File: config.mk
export PLATFORM = sky130hd
export DESIGN_NAME = fetch_stage
export DESIGN_NICKNAME = d
export VERILOG_FILES = /design/src/rtl/fetch_stage_pkg.sv /design/src/rtl/fetch_stage_check.sv /design/src/rtl/fetch_stage.sv
export SDC_FILE = /design/constraint.sdc
export NUM_CORES = 1
export LEC_CHECK = 0
export BUFFER_PORTS_ARGS = -buffer_cell sky130_fd_sc_hd__clkbuf_2
export CAP_MARGIN = 20
export CORE_ASPECT_RATIO = 0.5
export CORE_UTILIZATION = 52
export DETAILED_ROUTE_END_ITERATION = 10
export PLACE_DENSITY = 0.91
export SYNTH_ARGS = -nofsm -noshare
export SYNTH_HDL_FRONTEND = slang
export SYNTH_SLANG_ARGS = --single-unit
export TNS_END_PERCENT = 5
File: constraint.sdc
create_clock -name i_clk -period 11.21 [get_ports i_clk]
set_clock_uncertainty 0.2 [all_clocks]
set_input_delay 1.6815 -clock i_clk [delete_from_list [all_inputs] [get_ports i_clk]]
set_output_delay 1.6815 -clock i_clk [all_outputs]
set_load 0.02 [all_outputs]
File: src/rtl/fetch_stage_pkg.sv
// Shared constants and types for the instruction-fetch stage.
package fetch_stage_pkg;

  localparam logic [31:0] PC_RESET_DEF   = 32'h0000_3000;
  localparam logic [31:0] EXC_VECTOR_DEF = 32'h0000_4180;
  localparam logic [31:0] IM_BASE_DEF    = 32'h0000_3000;
  localparam logic [31:0] IM_LIMIT_DEF   = 32'h0000_6ffc;

  localparam logic [4:0] EXC_ADEL = 5'd4;
  localparam logic [4:0] EXC_NONE = 5'd0;

  typedef struct packed {
    logic [31:0] instr;
    logic [31:0] pc;
    logic [31:0] pc4;
    logic        bd;
    logic        exc;
    logic [4:0]  exccode;
  } if_id_t;

  // Misaligned or outside the instruction window; comparisons are unsigned.
  function automatic logic fetch_addr_bad(input logic [31:0] pc, input logic [31:0] base,
                                          input logic [31:0] limit);
    return (pc[1:0] != 2'b00) || (pc < base) || (pc > limit);
  endfunction

endpackage

File: src/rtl/fetch_stage_check.sv
// Combinational AdEL check on the fetch address; a bad fetch becomes a nop.
module fetch_check
  import fetch_stage_pkg::*;
#(
  parameter logic [31:0] IM_BASE  = IM_BASE_DEF,
  parameter logic [31:0] IM_LIMIT = IM_LIMIT_DEF
) (
  input  logic [31:0] i_pc,
  input  logic [31:0] i_instr,
  output logic [31:0] o_instr,
  output logic        o_exc,
  output logic [4:0]  o_exccode
);

  logic w_bad;

  always_comb begin
    w_bad     = fetch_addr_bad(i_pc, IM_BASE, IM_LIMIT);
    o_instr   = w_bad ? 32'h0 : i_instr;
    o_exc     = w_bad;
    o_exccode = w_bad ? EXC_ADEL : EXC_NONE;
  end

endmodule

File: src/rtl/fetch_stage.sv
// Instruction-fetch stage: owns the PC, checks the fetch address and latches IF/ID.
module fetch_stage
  import fetch_stage_pkg::*;
#(
  parameter logic [31:0] PC_RESET   = PC_RESET_DEF,
  parameter logic [31:0] EXC_VECTOR = EXC_VECTOR_DEF,
  parameter logic [31:0] IM_BASE    = IM_BASE_DEF,
  parameter logic [31:0] IM_LIMIT   = IM_LIMIT_DEF
) (
  input  logic        i_clk,
  input  logic        i_reset,
  input  logic        i_stall,
  input  logic        i_exc_req,
  input  logic        i_eret_go,
  input  logic [31:0] i_epc,
  input  logic        i_npc_en,
  input  logic [31:0] i_npc,
  input  logic        i_id_is_jump,
  input  logic [31:0] i_im_rdata,
  output logic [31:0] o_im_addr,
  output logic [31:0] o_if_pc,
  output logic [31:0] o_id_instr,
  output logic [31:0] o_id_pc,
  output logic [31:0] o_id_pc4,
  output logic        o_id_bd,
  output logic        o_id_exc,
  output logic [4:0]  o_id_exccode
);

  logic [31:0] r_pc;
  if_id_t      r_if_id;

  logic [31:0] w_pc4;
  logic [31:0] w_instr;
  logic        w_exc;
  logic [4:0]  w_exccode;

  assign w_pc4 = r_pc + 32'd4;

  fetch_check #(
    .IM_BASE  (IM_BASE),
    .IM_LIMIT (IM_LIMIT)
  ) u_fetch_check (
    .i_pc      (r_pc),
    .i_instr   (i_im_rdata),
    .o_instr   (w_instr),
    .o_exc     (w_exc),
    .o_exccode (w_exccode)
  );

  // Priority: exception entry > stall > eret > redirect > sequential.
  always_ff @(posedge i_clk or posedge i_reset) begin
    if (i_reset) begin
      r_pc    <= PC_RESET;
      r_if_id <= '0;
    end else if (i_exc_req) begin
      r_pc    <= EXC_VECTOR;
      r_if_id <= '0;
    end else if (i_stall) begin
      r_pc    <= r_pc;
      r_if_id <= r_if_id;
    end else if (i_eret_go) begin
      r_pc    <= i_epc;
      r_if_id <= '0;
    end else begin
      r_pc            <= i_npc_en ? i_npc : w_pc4;
      r_if_id.instr   <= w_instr;
      r_if_id.pc      <= r_pc;
      r_if_id.pc4     <= w_pc4;
      r_if_id.bd      <= i_id_is_jump;
      r_if_id.exc     <= w_exc;
      r_if_id.exccode <= w_exccode;
    end
  end

  assign o_im_addr    = r_pc;
  assign o_if_pc      = r_pc;
  assign o_id_instr   = r_if_id.instr;
  assign o_id_pc      = r_if_id.pc;
  assign o_id_pc4     = r_if_id.pc4;
  assign o_id_bd      = r_if_id.bd;
  assign o_id_exc     = r_if_id.exc;
  assign o_id_exccode = r_if_id.exccode;

endmodule

==> metrics <==
reg-to-reg slack, setup 8180 ps; share of cells above drive strength 1 37.67%; Initial Util 53.58%; hold path endpoint o_id_pc4[25]$_DFFE_PP0P_; Routed WL per cell 19.89 um; DP HPWL 13,260 um; number of primary I/O pins 270; commonest non-fill, non-tap cell in the layout clkbuf_2; critical path type primary input to flip-flop; Worst-path clk slew 60 ps; Longest Clk Path Bufs 2; global-route wire length before repair 30,570 um; Post-Syn Area 0.006345 mm^2; placement row count 28; antenna cells 0; Resized Gates After CTS 0; # port buffers 265; Sequential Area 0.003206 mm^2; XOR/XNOR Fraction of Synth Area 3.865%; chip width 158.2 um; Hold Slack 281.8 ps; R2R depth 6; Mean Syn Cell Area 9.807 um^2; Post-synth ARST share 100.0%; die height 80.11 um; final std cells w/o fill 1,025; PnR worst setup slack 7277 ps; Fillers 870; Core ar. 0.01184 mm^2; #FFs+latches synth 128; total track usage 31.82%; Cells after Synth 647; Net count, final 951; f_max 254.2 MHz; Final TNS setup 0 ps; largest fanout on the critical path 73; postcts setup bufs 0; Simple-Gate Fraction of Synth Area 11.89%; Static Leak 4.052 nW; post-synthesis mux area share 0.4733%; Yosys warning count 0; status complete, no violations; clk root buf clkbuf_16; final WL 20,390 um; most frequent cells in the layout 265 x clkbuf_2, 126 x dfrtp_1, 67 x o21ai_0; Worst Hold Depth 2; FF-to-FF End o_if_pc[28]$_DFFE_PP0P_; initial antenna violation count 0; Worst setup EP type flip-flop; Worst Setup Start Kind primary input; CTS Buf Count 17; CTS tree built; final global-route overflow total 0; H-tree depth 4; Clock Sinks 128; Overall Power 1.228 mW; Final period util 35.09%; sequential element share of the synthesized area 50.52%; Arrival @ worst endpoint 4080 ps; full die area 0.01267 mm^2; Clk Latency, worst-skew pair 420 ps; gpl congestion 0.9191; Worst VDD drop 106.6 uV; largest family of logic cells by synthesized area compound AO/OA/AOI/OAI gates; Synth top area share 49.69%; largest net degree at the start of global routing 129; Final Hold Vio Count 0; Synth Flop Type dfrtp_1; via count 6,277; DRC 0; worst slew pin tran 864.2 ps; # hold bufs at CTS 0; Via density 6.124; First DRT Iteration DRCs 845; Post-synth EDFFs 0; Slew HR 41.86%; Min-Delay Startpoint o_id_pc4[25]$_DFFE_PP0P_; reg-to-reg startpoint o_if_pc[2]$_DFFE_PP0P_; drt first pass iters 6; Pwr Density 152.0 mW/mm^2; multi-input logic area 0.002586 mm^2; Max Cap Violations 0; Critical Path RT 11,350 ps; HP Class flip-flop to flip-flop; Post-DRT Antenna Nets 0; post-synthesis adder-cell area fraction 0.1972%; Setup Viol. Count Final 0; minimum clock period 3933 ps; number of distinct library cells after synthesis 58; RSZ-0062 raised after global routing false; placed instance count 991; area grow syn2layout 27.39%; top cells by area, synth dfrtp_1 50%, a22o_1 8.7%, o21ai_0 5.3%; Slew Limit Fails 0; Compound-Gate Fraction of Synth Area 23.84%; Synth area leader dfrtp_1; Setup WS pre-CTS 6977 ps; vias in the first global route 5,821
==> worst max-delay path by stage <==
stage / from / endpoint / slack (ps) / cells after the start
2_1_floorplan: i_reset / o_id_bd$_DFFE_PP0P_ / 5920 / 1
3_3_place_gp: i_stall / o_if_pc[27]$_DFFE_PP0P_ / 7020 / 5
3_5_place_dp: i_stall / o_if_pc[30]$_DFFE_PP0P_ / 6980 / 5
4_1_cts: i_stall / o_if_pc[25]$_DFFE_PP0P_ / 7340 / 5
5_1_grt: i_stall / o_if_pc[27]$_DFFE_PP0P_ / 7140 / 5
6_report: i_stall / o_if_pc[25]$_DFFE_PP0P_ / 7280 / 5
==> cells in the mapped netlist (4+ instances only) <==
cell type,instances
dfrtp_1,126
o21ai_0,67
nand2_1,64
a22o_1,63
clkbuf_1,49
buf_4,39
nor2_1,30
a21oi_1,23
xnor2_1,17
inv_1,14
nand3_1,14
o22ai_1,13
xor2_1,11
nand4_1,9
nor3_1,9
nor4_1,9
o221ai_1,9
a21o_1,6
a31oi_1,4
and3_1,4
buf_2,4
o221a_2,4
==> layout make-up <==
cell class              count  share of cell area (%)
flip-flops and latches    128                   39.66
multi-input cells         410                   32.00
repair buffers            274                   17.68
clock buffers              19                   5.604
well taps                 165                   2.554
clock inverters            13                   1.703
inverters                  16                  0.8050
==> layer usage <==
| metal | GRT usage (%) | share of wire [%] |
|---|---|---|
| met4 | 17.50 | 3.9 |
| met5 | 0 | 0 |
| met3 | 9.606 | 11 |
| met2 | 50.31 | 47 |
| met1 | 39.28 | 38 |
==> flip-flops by register name (all words and copies together) (netlist names) <==
signal / count
o_id_instr: 32
o_id_exccode: 1
o_id_bd: 1
o_id_pc: 32
o_if_pc: 32
o_id_pc4: 30
==> through the flow <==
stage	area, um^2	utilization (%)
after floorplan	6356	-
after global placement	7435	62.79
after detailed placement	7450	62.91
after CTS	8040	67.90
after global routing	8083	68.26
final	8083	68.26
==> where the power goes <==
group          switching [mW]  leakage [nW]  total (mW)  internal, mW
clock network           0.212         0.285       0.551         0.339
registers              0.0319          1.74       0.511         0.479
logic                   0.108          2.03       0.167        0.0589
total                   0.352          4.05        1.23         0.876
==> cells by family after synthesis <==
| group | Yosys count |
|---|---|
| compound gates | 217 |
| xor+xnor | 28 |
| fa+ha+maj | 1 |
| buf+inv | 112 |
| flops | 128 |
| mux | 3 |
| other cells | 1 |
| simple gates | 157 |
==> critical path, cell delays in order <==
cell      delay, ps
clkbuf_2        490
nor2b_4         790
buf_4           730
a21o_1          190
a22o_1          150
Power figures use the tool's default switching activity.
